$ cat src/rtl/mux_nto1_pipe.sv
// mux_nto1_pipe: registered N:1 word selector behind a valid/ready handshake.
//
// Each accepted transfer carries INPUTS candidate words and a select code. The
// selected word (or ERR_VALUE for an out-of-range code) is computed at the
// input and stored in a main register that drives the outputs. A one-entry
// skid register absorbs the transfer accepted while the output is stalled, so
// in_ready comes straight from a flop and has no path from out_ready.
//
// Ports:
//   clock        rising-edge clock
//   reset        synchronous active-low reset
//   flush        synchronous pipeline clear (err_sticky is kept)
//   in_valid     upstream transfer valid
//   in_ready     block can accept a transfer (registered)
//   in_data      INPUTS candidate words, word k at [k*WIDTH +: WIDTH]
//   in_sel       select code
//   out_valid    out_data valid
//   out_ready    downstream accepts
//   out_data     selected word
//   out_sel_err  out_data came from an out-of-range select
//   err_sticky   an out-of-range select was accepted since reset
module mux_nto1_pipe #(
  parameter int unsigned       WIDTH     = 32,
  parameter int unsigned       INPUTS    = 4,
  parameter int unsigned       SEL_WIDTH = 2,
  parameter logic [WIDTH-1:0]  ERR_VALUE = '0
) (
  input  logic                    clock,
  input  logic                    reset,
  input  logic                    flush,
  input  logic                    in_valid,
  output logic                    in_ready,
  input  logic [INPUTS*WIDTH-1:0] in_data,
  input  logic [SEL_WIDTH-1:0]    in_sel,
  output logic                    out_valid,
  input  logic                    out_ready,
  output logic [WIDTH-1:0]        out_data,
  output logic                    out_sel_err,
  output logic                    err_sticky
);

  // Main (output) entry
  logic             r_m_valid;
  logic [WIDTH-1:0] r_m_data;
  logic             r_m_err;
  // Skid (overflow) entry
  logic             r_s_valid;
  logic [WIDTH-1:0] r_s_data;
  logic             r_s_err;
  logic             r_err_sticky;

  logic             w_m_valid_next;
  logic [WIDTH-1:0] w_m_data_next;
  logic             w_m_err_next;
  logic             w_s_valid_next;
  logic [WIDTH-1:0] w_s_data_next;
  logic             w_s_err_next;
  logic             w_err_sticky_next;

  logic [WIDTH-1:0] w_word;
  logic             w_sel_err;
  logic             w_in_fire;
  logic             w_out_fire;

  // Input-side selection. Codes at or above INPUTS match no candidate and fall
  // through to ERR_VALUE with the error bit set.
  always_comb begin
    w_word    = ERR_VALUE;
    w_sel_err = 1'b1;
    for (int unsigned k = 0; k < INPUTS; k++) begin
      if (in_sel == SEL_WIDTH'(k)) begin
        w_word    = in_data[k*WIDTH +: WIDTH];
        w_sel_err = 1'b0;
      end
    end
  end

  // in_ready is simply the inverted skid valid flop.
  assign w_in_fire  = in_valid & ~r_s_valid;
  assign w_out_fire = r_m_valid & out_ready;

  always_comb begin
    w_m_valid_next    = r_m_valid;
    w_m_data_next     = r_m_data;
    w_m_err_next      = r_m_err;
    w_s_valid_next    = r_s_valid;
    w_s_data_next     = r_s_data;
    w_s_err_next      = r_s_err;
    w_err_sticky_next = r_err_sticky;

    if (flush) begin
      // Held and incoming transfers are discarded; the error history stays.
      w_m_valid_next = 1'b0;
      w_s_valid_next = 1'b0;
    end else begin
      if (w_in_fire && w_sel_err) begin
        w_err_sticky_next = 1'b1;
      end

      if (!r_m_valid || w_out_fire) begin
        // M is free this cycle. The skid entry is older than anything new, and
        // in_ready was low while it was held, so both cannot be present.
        if (r_s_valid) begin
          w_m_valid_next = 1'b1;
          w_m_data_next  = r_s_data;
          w_m_err_next   = r_s_err;
        end else if (w_in_fire) begin
          w_m_valid_next = 1'b1;
          w_m_data_next  = w_word;
          w_m_err_next   = w_sel_err;
        end else begin
          w_m_valid_next = 1'b0;
        end
        w_s_valid_next = 1'b0;
      end else if (w_in_fire) begin
        // M stalled: park the new transfer in the skid entry.
        w_s_valid_next = 1'b1;
        w_s_data_next  = w_word;
        w_s_err_next   = w_sel_err;
      end
    end
  end

  always_ff @(posedge clock) begin
    if (!reset) begin
      r_m_valid    <= 1'b0;
      r_m_data     <= '0;
      r_m_err      <= 1'b0;
      r_s_valid    <= 1'b0;
      r_s_data     <= '0;
      r_s_err      <= 1'b0;
      r_err_sticky <= 1'b0;
    end else begin
      r_m_valid    <= w_m_valid_next;
      r_m_data     <= w_m_data_next;
      r_m_err      <= w_m_err_next;
      r_s_valid    <= w_s_valid_next;
      r_s_data     <= w_s_data_next;
      r_s_err      <= w_s_err_next;
      r_err_sticky <= w_err_sticky_next;
    end
  end

  assign in_ready    = ~r_s_valid;
  assign out_valid   = r_m_valid;
  assign out_data    = r_m_data;
  assign out_sel_err = r_m_err;
  assign err_sticky  = r_err_sticky;

endmodule
$ cat config.mk
export PLATFORM = sky130hd
export DESIGN_NAME = mux_nto1_pipe
export DESIGN_NICKNAME = d
export VERILOG_FILES = /design/src/rtl/mux_nto1_pipe.sv
export SDC_FILE = /design/constraint.sdc
export NUM_CORES = 1
export LEC_CHECK = 0
export BUFFER_PORTS_ARGS = -buffer_cell sky130_fd_sc_hd__buf_2
export CORE_ASPECT_RATIO = 1.2
export CORE_MARGIN = 5
export CORE_UTILIZATION = 41
export DETAILED_ROUTE_END_ITERATION = 12
export GPL_TIMING_DRIVEN = 0
export PLACE_DENSITY = 0.88
export SLEW_MARGIN = 20
export SYNTH_ARGS = -nofsm -noshare
export SYNTH_HDL_FRONTEND = slang
export SYNTH_SLANG_ARGS = --single-unit
$ cat constraint.sdc
create_clock -name clock -period 1.6 [get_ports clock]
set_input_delay 0.32 -clock clock [delete_from_list [all_inputs] [get_ports clock]]
set_output_delay 0.32 -clock clock [all_outputs]
set_load 0.1 [all_outputs]
## Word-level counts from Yosys, hierarchy flattened

Index checks and enable logic that the tools add are counted.

| cells by class | value |
|---|---|
| bitwise logic cells | 6 |
| equality and inequality tests | 3 |
| reductions and logical operators | 10 |
| mux-type cells | 14 |

Operators by type and width:

| operator | number |
|---|---|
| $mux 32 | 6 |
| $mux 1 | 8 |
| $reduce_and 3->1 | 2 |
| $eq 2x2->1 const B | 2 |
| $not 1->1 | 4 |
| $reduce_or 3->1 | 1 |
| $and 1x1->1 | 2 |
| $eq 2x1->1 const B | 1 |
| $logic_not 2->1 | 1 |
| $reduce_and 2->1 | 1 |
| $reduce_bool 2->1 | 1 |
| $reduce_or 2->1 | 1 |
| $logic_and 1x1->1 | 1 |
| $logic_not 1->1 | 1 |
| $logic_or 1x1->1 | 1 |

| storage, ports and cells | value |
|---|---|
| logic and storage cells | 40 |
| bits of input ports | 135 |
| register bits | 69 |
| output and inout bits | 36 |

## Longest topological paths before layout

Gate-level depths: netlist (run 1).

| logic depth | value |
|---|---|
| depth after elaboration | 7 |
| depth in mapped cells | 5 |

## Worst setup path after synthesis (run 1)

Ideal clock, no wire load.

| path | value |
|---|---|
| kind | reg2reg |
| start | register r_m_valid (netlist: out_valid) |
| end | register r_m_data[10] (netlist: out_data[10]) |
| setup time | 0.062 ns |
| cell stages (with the launch flop) | 6 |
| period minus slack after synthesis | 2.172 ns |
| path slack | -0.572 ns |
| data required time | 1.538 ns |
| arrival time | 2.110 ns |
| cells stage by stage | dfxtp_1 nand2b_1 clkbuf_1 a21oi_1 clkbuf_1 a221o_1 |

| between the ends | value |
|---|---|
| cells in the longest elaborated chain, start to end | 3 |
| elaborated cells on any way between the ends | 4 |

Ends and longest elaborated chain:

| item | RTL line | RTL |
|---|---|---|
| from (decl) | 43 | `logic r_m_valid;` |
| from (signal assigned) | 134 | `r_m_valid <= w_m_valid_next;` |
| $and 1x1->1 or $logic_not 1->1 (tied branches) | 80, 100 |  |
| $logic_or 1x1->1 (*) | 100 | `if (!r_m_valid \|\| w_out_fire) begin` |
| $reduce_and 3->1 (no source line) (*) | - |  |
| to (signal assigned) | 135 | `r_m_data <= w_m_data_next;` |
| to (decl) | 44 | `logic [WIDTH-1:0] r_m_data;` |

Every way passes the cells marked *; elsewhere a longest branch is shown, timed or not.
A chain may end at the register's enable or synchronous reset.

## Final worst setup path (run 1)

| path | value |
|---|---|
| start | register r_m_valid (netlist: out_valid) |
| end | register r_m_data[5] (netlist: out_data[5]) |

The elaborated chain is that of the path after synthesis.

==> flow_summary.yaml, run 1 <==
yosys:
  ys_seq_area_frac: 0.4129
  synth_area_leaders: "dfxtp_1 (41%), mux4_2 (18%), a221o_1 (6.9%)"
  yosysWarnings: 0
  ys_top_cells_by_count: "dfxtp_1 (69), mux4_2 (27), a221o_1 (23)"
  netlist.area_leader.share: 0.4129
  synth_area_leader_cell: "dfxtp_1"
  synth_top_family_by_area: "multiplexers"
  synth_flop_cell: "dfxtp_1"
  ys_ff_latch: 69
  synth-compound-area-share: 0.2102
  async_flop_share: 0
  synth_fp_nets: 400
  syn_area_um2: 3346
  synth-simple-area-share: 0.1036
  synthCells: 265
  synth_xor_area_frac: 0
  synth-edff-count: 0
  synthMostInstantiatedCell: "dfxtp_1"
  synthAdderAreaFrac: 0
  synth_mux_area_frac: 0.2210
  syn_avg_cell_area_um2: 12.63
  synth.distinct_cells: 29
clocking:
  ctsResizeCount: 7
  tritoncts: "yes"
  clock_latency_ps: 350
  h-tree-depth: 3
  cts_num_sinks: 69
  hold_buffers: 0
  cts_root_buffer: "clkbuf_8"
  post_cts_buffers: 0
  clk_pin_slew_ps: 90
  cts_buffers: 9
  clockBufferDepth: 2
sta:
  grt_setup_unrepaired: "false"
  fin_tns_setup_ps: 0
  setup_viol: 0
  period_minus_slack_ps: 1521
  finClkSkew_ps: 12.28
  max_freq_ghz: 0.6574
  slew_violations: 0
  holdWs_ps: 200.5
  setup_slack_ps: 78.90
  hold_violations: 0
  worst_pin_slew_ps: 510.4
  max_slew_margin: 0.6597
  timing.final.crit_share: 0.9507
placed_design:
  pre_cts_ws_ps: -325.5
  hpwlAfterDp_mm: 8.050
  port_buffers: 169
  gp_congestion: 0.8148
global_routing:
  grt_antenna_before_repair: 0
  grt-ovfl-total: 0
  grt_pass1_vias: 3258
  grt_pass1_wl_mm: 15.64
  grt_max_degree: 16
  track_usage: 0.1986
floorplanning:
  die_w_um: 92.47
  io_pins: 171
  row_count: 36
  dieArea_um2: 10070
  core-area_um2: 8063
  initial_utilization: 0.4150
  die_y_um: 109.0
critical_path:
  cp_data_required_time_ps: 1830
  critPathCaptureType: "flop"
  cp-start-kind: "flop"
  critPathMaxFanout: 10
  worstPathArrival_ps: 1750
  worstSetupPathType: "reg2reg"
hold_path:
  holdCritPathClass: "in2reg"
finish:
  fill_cells: 680
  layout-drive-gt1-share: 0.5733
  antenna_cells: 0
  fin_nets: 580
  regArea_um2: 1386
  area_growth_pct: 36.01
  multi_input_area_um2: 1807
detailed_routing:
  first_pass_iters: 4
  drc: 0
  vias: 3156
  ant_nets: 0
  vias_per_cell: 5.791
  drt_iter0_markers: 172
  avgRoutedWirePerCell_um: 18.49
  totalWireLength_mm: 10.08
power_and_ir_drop:
  leakagePower_nw: 2.085
  ir_drop_mv: 0.5384
  power_density_nw_per_um2: 914.3
flow_run:
  maxCapViolCount: 0
run_status:
  status: "finished, final reports clean"
## critical path, cell delays in order, from the launching register on
cell and delay (ps):
dfxtp_4 370, nand2b_4 70, clkbuf_2 180, clkbuf_1 240, and4_1 270, a221o_1 260
## through the flow
step	power, mW	util	cell area [um^2]	std cells
after floorplan	2.563	-	3378	265
after global placement	2.837	0.5386	4343	529
after detailed placement	2.863	0.5386	4343	529
after CTS	4.194	0.5636	4544	545
after global routing	4.329	0.5644	4551	545
final	4.160	0.5644	4551	545
## logic make-up after synthesis
kind of cell    count (synthesis)
compound gates                 79
flops                          69
simple gates                   53
mux                            32
buf+inv                        32
## where the power goes
part	leakage (nW)	switching (mW)	internal, mW	total (mW)
Clock	0.0927	0.744	0.594	1.34
Sequential	0.562	0.0323	1.77	1.81
Combinational	1.43	0.644	0.372	1.02
Total	2.08	1.42	2.74	4.16
## routing by layer
layer / vias to the layer above / part of all wire / track usage
met4: 0 / 0.031 / 0.09236
met3: 25 / 0.063 / 0.03727
met2: 136 / 0.52 / 0.3520
li1: 1472 / - / -
met1: 1523 / 0.38 / 0.2320
met5: - / 0 / 0
## worst paths after layout
path         cells after the start               startpoint                       end  slack [ps]
max                              5   out_valid$_SDFFE_PP0P_  out_data[5]$_SDFFE_PN0P_          80
min                              2                    flush    r_s_valid$_SDFFE_PP0P_         200
max reg2reg                      5   out_valid$_SDFFE_PP0P_  out_data[5]$_SDFFE_PN0P_          80
min reg2reg                      1  err_sticky$_SDFFE_PN0P_   err_sticky$_SDFFE_PN0P_         470
## placed cells by master, fill, tap and decap left out, types with 3 or more instances in the layout
master / count
a221o_1: 23
mux4_1: 5
and4_1: 21
clkbuf_8: 9
a311oi_1: 9
a21oi_1: 10
a22o_1: 14
clkbuf_1: 10
buf_2: 174
nand2_1: 18
mux4_2: 27
dfxtp_1: 67
inv_6: 3
a22o_2: 18
clkbuf_2: 8
and2_1: 3
buf_12: 4
## state kept, by name, indices dropped and copies added, names as in the netlist
| register | count |
|---|---|
| r_s_data | 32 |
| r_s_valid | 1 |
| out_valid | 1 |
| out_data | 32 |
| err_sticky | 1 |
| out_sel_err | 1 |
| r_s_err | 1 |
## final cells by class
type                            instances  share of cell area
Clock buffer                            9             0.02722
Sequential cell                        69              0.3046
Inverter                                2            0.001925
Buffer                                 30             0.04289
Tap cell                               95             0.02612
Multi-Input combinational cell        164              0.3970
Timing Repair Buffer                  169              0.1864
Clock inverter                          7             0.01375
Note: power is estimated with default switching activity, not from simulation.
==> run 2: changes to the inputs <==
- ABC_AREA: unset -> 1
- CORE_UTILIZATION: 41 -> 44
- PLACE_DENSITY: 0.88 -> 0.9
==> run 2 against run 1 <==
Net effect:
- wire length is 29% higher
- largest cell class unchanged
- non-clock buffer count up 12
- critical path depth fell by 1
- clock power is 7% lower
==> flow_summary.yaml, run 2 <==
flow_run:
  maxCapViolCount: 0
critical_path:
  critPathMaxFanout: 10
  crit_chain: "buf_6, inv_4, buf_8, buf_12"
  critPathCaptureType: "output pin"
  worstSetupPathType: "reg2out"
  cpMaxStageDelayCell: "dfxtp_1"
  cp-start-kind: "flop"
  cp_data_required_time_ps: 1280
  slowest_delay_ps: 320
  worstPathArrival_ps: 1230
  critPathBufInv: 4
  cp_top_family: "buffers and inverters"
floorplanning:
  dieArea_um2: 11180
  initial_utilization: 0.4485
  die_y_um: 114.8
  row_count: 38
  io_pins: 171
  core-area_um2: 8986
  die_w_um: 97.37
detailed_routing:
  avgRoutedWirePerCell_um: 13.92
  drt_iter0_markers: 213
  ant_nets: 0
  first_pass_iters: 5
  vias: 4583
  totalWireLength_mm: 12.98
  vias_per_cell: 4.912
  drc: 0
sta:
  max_slew_margin: 0.6078
  slew_violations: 0
  worst_pin_slew_ps: 587.3
  grt_setup_unrepaired: "false"
  setup_viol: 0
  period_minus_slack_ps: 1545
  timing.final.crit_share: 0.9657
  hold_violations: 0
  fin_tns_setup_ps: 0
  max_freq_ghz: 0.6472
  setup_slack_ps: 54.94
  finClkSkew_ps: 12.42
global_routing:
  grt_pass1_wl_mm: 20.63
  grt_antenna_before_repair: 0
  grt_max_degree: 11
  grt_pass1_vias: 4478
  track_usage: 0.2277
  grt-ovfl-total: 0
finish:
  fill_cells: 898
  regArea_um2: 1383
  fin_nets: 945
  multi_input_area_um2: 2145
  mostFrequentLayoutCell: "nand2_1"
  layout_common_cells: "nand2_1 (236), buf_2 (181), nand3_1 (74)"
  layout-drive-gt1-share: 0.2940
  area_growth_pct: 29.12
  fin_cells: 933
  antenna_cells: 0
clocking:
  clock_latency_ps: 340
  cts_root_buffer: "clkbuf_8"
  clockBufferDepth: 2
  clk_pin_slew_ps: 70
  post_cts_buffers: 0
  cts_num_sinks: 69
  cts_buffers: 9
  hold_buffers: 0
  h-tree-depth: 3
  tritoncts: "yes"
placed_design:
  hpwlAfterDp_mm: 9.858
  dp.cells: 919
  port_buffers: 168
  pre_cts_ws_ps: 110.0
  gp_congestion: 0.9149
yosys:
  synthMostInstantiatedCell: "nand2_1"
  async_flop_share: 0
  synth_flop_cell: "dfxtp_1"
  synth.distinct_cells: 26
  yosysWarnings: 0
  ys_seq_area_frac: 0.3428
  netlist.area_leader.share: 0.3428
  synthCells: 631
  synth_fp_nets: 766
  ys_top_cells_by_count: "nand2_1 (236), nand3_1 (74), dfxtp_1 (69)"
  syn_avg_cell_area_um2: 6.387
  ys_ff_latch: 69
  synth_area_leaders: "dfxtp_1 (34%), nand2_1 (22%), nand3_1 (9.2%)"
  synth_area_leader_cell: "dfxtp_1"
  syn_area_um2: 4030
  synth-edff-count: 0
power_and_ir_drop:
  ir_drop_mv: 0.3987
  power_density_nw_per_um2: 798.3
  power_mw: 4.154
  p_sw_mw: 1.422
  power_frac_clock: 0.299
  switching_share: 0.3422
  cellInternalPower_mw: 2.732
  combPwrFrac: 0.266
  leakagePower_nw: 2.878
  seq_power_share: 0.435
run_status:
  status: "finished, final reports clean"
hold_path:
  holdCritPathClass: "in2reg"
==> run 2: cell type report <==
type                            instances  area share
Multi-Input combinational cell        468      0.4121
Sequential cell                        69      0.2657
Timing Repair Buffer                  168      0.1645
Clock inverter                          2    0.001924
Tap cell                              120     0.02885
Clock buffer                           12     0.02981
Buffer                                 43     0.05987
Inverter                               51     0.03727
==> run 2: per-stage QoR <==
step	util	instance area, um^2	hold WS [ps]
after floorplan	-	4031	415.7
after global placement	0.5589	5022	424.3
after detailed placement	0.5589	5022	425.3
after CTS	0.5789	5202	274.4
after global routing	0.5791	5204	281.2
final	0.5791	5204	290.7
==> run 2: path summary, 6_finish.rpt <==
check / start / slack [ps] / endpoint / cells past startpoint
setup / recovery: r_s_valid$_SDFFE_PP0P_ / 50 / in_ready / 4
hold / removal: reset / 290 / out_data[31]$_SDFFE_PN0P_ / 3
setup reg to reg: r_s_valid$_SDFFE_PP0P_ / 130 / out_data[24]$_SDFFE_PN0P_ / 8
hold reg to reg: r_s_err$_SDFFE_PN0P_ / 440 / r_s_err$_SDFFE_PN0P_ / 2
==> run 2: cell families after synthesis <==
group	Yosys count	synth area share
AND/OR/NAND/NOR	361	0.3853
AO/OA/AOI/OAI	107	0.1468
buffers and inverters	94	0.1251
flip-flops	69	0.3427
==> run 2: power by group through the flow <==
stage	sequential (mW)	clock (mW)	combinational, mW
floorplan	2.21	0	0.404
global placement	1.84	0	1.09
detailed placement	1.85	0	1.10
CTS	1.81	1.27	1.10
global route	1.81	1.33	1.20
finish	1.81	1.24	1.10
==> run 2: repair_timing <==
item | in CTS | in global routing
endpoints found under the setup margin | 1 | 1
cloned | 0 | 0
resized for setup | 4 | 1
==> run 2: metal layers <==
layer | track usage | vias up | part of all wire
met4 | 0.1311 | 0 | 0.035
met3 | 0.05400 | 30 | 0.077
li1 | - | 2356 | -
met2 | 0.4010 | 187 | 0.49
met1 | 0.2520 | 2010 | 0.40
met5 | 0 | - | 0
==> run 2: worst reg2reg max path, cell delays in order, from the launching register on <==
cell and delay (ps):
dfxtp_1 340, buf_6 150, inv_4 70, nand2_1 60
nand3_1 80, buf_4 190, buf_4 180, a21oi_1 200
a21oi_1 100
==> run 3: changes to the inputs <==
- ABC_AREA: 1 -> unset
- CORE_UTILIZATION: 44 -> 41
- PLACE_DENSITY: 0.9 -> 0.88
- SKIP_CTS_REPAIR_TIMING: unset -> 1
==> run 3 against run 2 <==
Net effect:
- critical path depth unchanged
- combinational power decreased by 7%
- sequential share of layout area increased by 3.8 points
- wire length decreased by 23%
- critical endpoint is now r_s_data[29]$_SDFFE_PN0P_
- highest routed layer unchanged
==> flow_summary.yaml, run 3 (synthesized netlist as in run 1, its figures left out) <==
run_status:
  status: "finished, final reports clean"
global_routing:
  grt_antenna_before_repair: 0
  grt_pass1_wl_mm: 15.61
  use_met1: 0.2312
  grt_max_degree: 16
  met2_usage: 0.3520
  use_met3: 0.03727
  top_usage_layer: "met2"
  grt_pass1_vias: 3257
  grt-ovfl-total: 0
  track_usage: 0.1984
finish:
  fin_nets: 580
  multi_input_area_um2: 1815
  mostFrequentLayoutCell: "buf_2"
  layout-drive-gt1-share: 0.5756
  area_growth_pct: 36.35
  fill_cells: 680
  regArea_um2: 1385
  layout_common_cells: "buf_2 (176), dfxtp_1 (68), mux4_2 (27)"
  antenna_cells: 0
placed_design:
  port_buffers: 169
  hpwlAfterDp_mm: 8.050
  gp_congestion: 0.8148
critical_path:
  reg2reg_to: "r_s_data[29]$_SDFFE_PN0P_"
  regToRegSetupSlack_ps: 40
  crit_chain: "nand2b_1, o31a_1, clkbuf_2, a22o_2"
  cp_data_required_time_ps: 1830
  slowest_delay_ps: 390
  r2r_start: "r_s_valid$_SDFFE_PP0P_"
  worstPathArrival_ps: 1790
  critPathCaptureType: "flop"
  cpMaxStageDelayCell: "dfxtp_1"
  worstSetupPathType: "reg2reg"
  critPathMaxFanout: 10
  r2r_cells: 4
  cp-start-kind: "flop"
power_and_ir_drop:
  power_density_nw_per_um2: 911.3
  leakagePower_nw: 2.093
  power_mw: 4.157
  ir_drop_mv: 0.5404
detailed_routing:
  vias: 3126
  totalWireLength_mm: 10.04
  vias_per_cell: 5.736
  ant_nets: 0
  avgRoutedWirePerCell_um: 18.41
  drt_iter0_markers: 168
  first_pass_iters: 7
  drc: 0
sta:
  max_slew_margin: 0.6601
  finClkSkew_ps: 12.33
  slew_violations: 0
  grt_setup_unrepaired: "true"
  max_freq_ghz: 0.6414
  worst_pin_slew_ps: 509.9
  timing.final.crit_share: 0.9744
  period_minus_slack_ps: 1559
  fin_tns_setup_ps: 0
  setup_viol: 0
  hold_violations: 0
hold_path:
  hold_depth: 2
  holdPathEnd: "r_s_valid$_SDFFE_PP0P_"
  hold_path.startpoint: "flush"
  holdCritPathClass: "in2reg"
floorplanning:
  core-area_um2: 8063
  dieArea_um2: 10070
  die_w_um: 92.47
  io_pins: 171
  die_y_um: 109.0
  initial_utilization: 0.4150
  row_count: 36
clocking:
  clk_pin_slew_ps: 80
  cts_num_sinks: 69
  clockBufferDepth: 2
  tritoncts: "yes"
  cts_root_buffer: "clkbuf_8"
  h-tree-depth: 3
  cts_buffers: 9
  clock_latency_ps: 350
flow_run:
  maxCapViolCount: 0
run 3: cell count changes in the layout (fill, tap and decap cells not counted), moves of 22 or more:
cell,change
nand2_1,-218
nand3_1,-74
a21oi_1,-50
inv_1,-47
o21ai_0,-29
mux4_2,+27
a221o_1,+23
or2_0,-22
run 3: critical path: cells and delay by family (launching register included):
| kind | cells | cell delay (ps) |
|---|---|---|
| buffers and inverters | 1 | 220 |
| AOI/OAI and AO/OA | 2 | 600 |
| and+or+nand+nor | 1 | 220 |
| DFF | 1 | 390 |
run 3: power breakdown:
| group | switching [mW] | internal (mW) |
|---|---|---|
| registers | 0.0324 | 1.77 |
| logic | 0.644 | 0.373 |
| clock network | 0.739 | 0.594 |
| total | 1.42 | 2.74 |
run 3: worst max path at each step:
stage | from | endpoint | slack (ps) | depth (start not counted)
3_3_place_gp | in_sel[1] | out_data[30]$_SDFFE_PN0P_ | -300 | 5
4_1_cts | r_s_valid$_SDFFE_PP0P_ | r_s_data[29]$_SDFFE_PN0P_ | -100 | 4
5_1_grt | r_s_valid$_SDFFE_PP0P_ | r_s_data[13]$_SDFFE_PN0P_ | -30 | 4
6_report | r_s_valid$_SDFFE_PP0P_ | r_s_data[29]$_SDFFE_PN0P_ | 40 | 4
2_1_floorplan | in_sel[0] | out_data[17]$_SDFFE_PN0P_ | -10 | 5
3_5_place_dp | reset | out_data[19]$_SDFFE_PN0P_ | -330 | 6
run 3: metal layers:
metal	up-vias	part of all wire
met4	0	0.031
met3	25	0.064
met5	-	0
met2	133	0.52
li1	1468	-
met1	1500	0.38
run 3: area by class of cell:
cell class / count / share of cell area
tap: 95 / 0.02606
sequential: 69 / 0.3036
multi-input combinational: 164 / 0.3980
buffer: 30 / 0.04334
timing repair buffer: 169 / 0.1860
clock buffer: 9 / 0.02715
clock inverter: 7 / 0.01371
inverter: 2 / 0.002194
run 3: stage by stage:
stage	instance area, um^2	cells	hold WS, ps	setup WS (ps)	utilization
2_1_floorplan	3378	265	398.5	-14.87	-
5_1_grt	4562	545	232.4	-31.58	0.5658
4_1_cts	4529	545	176.3	-97.82	0.5618
3_3_place_gp	4343	529	441.2	-303.7	0.5386
3_5_place_dp	4343	529	438.5	-325.5	0.5386
6_report	4562	545	228.6	41.03	0.5658
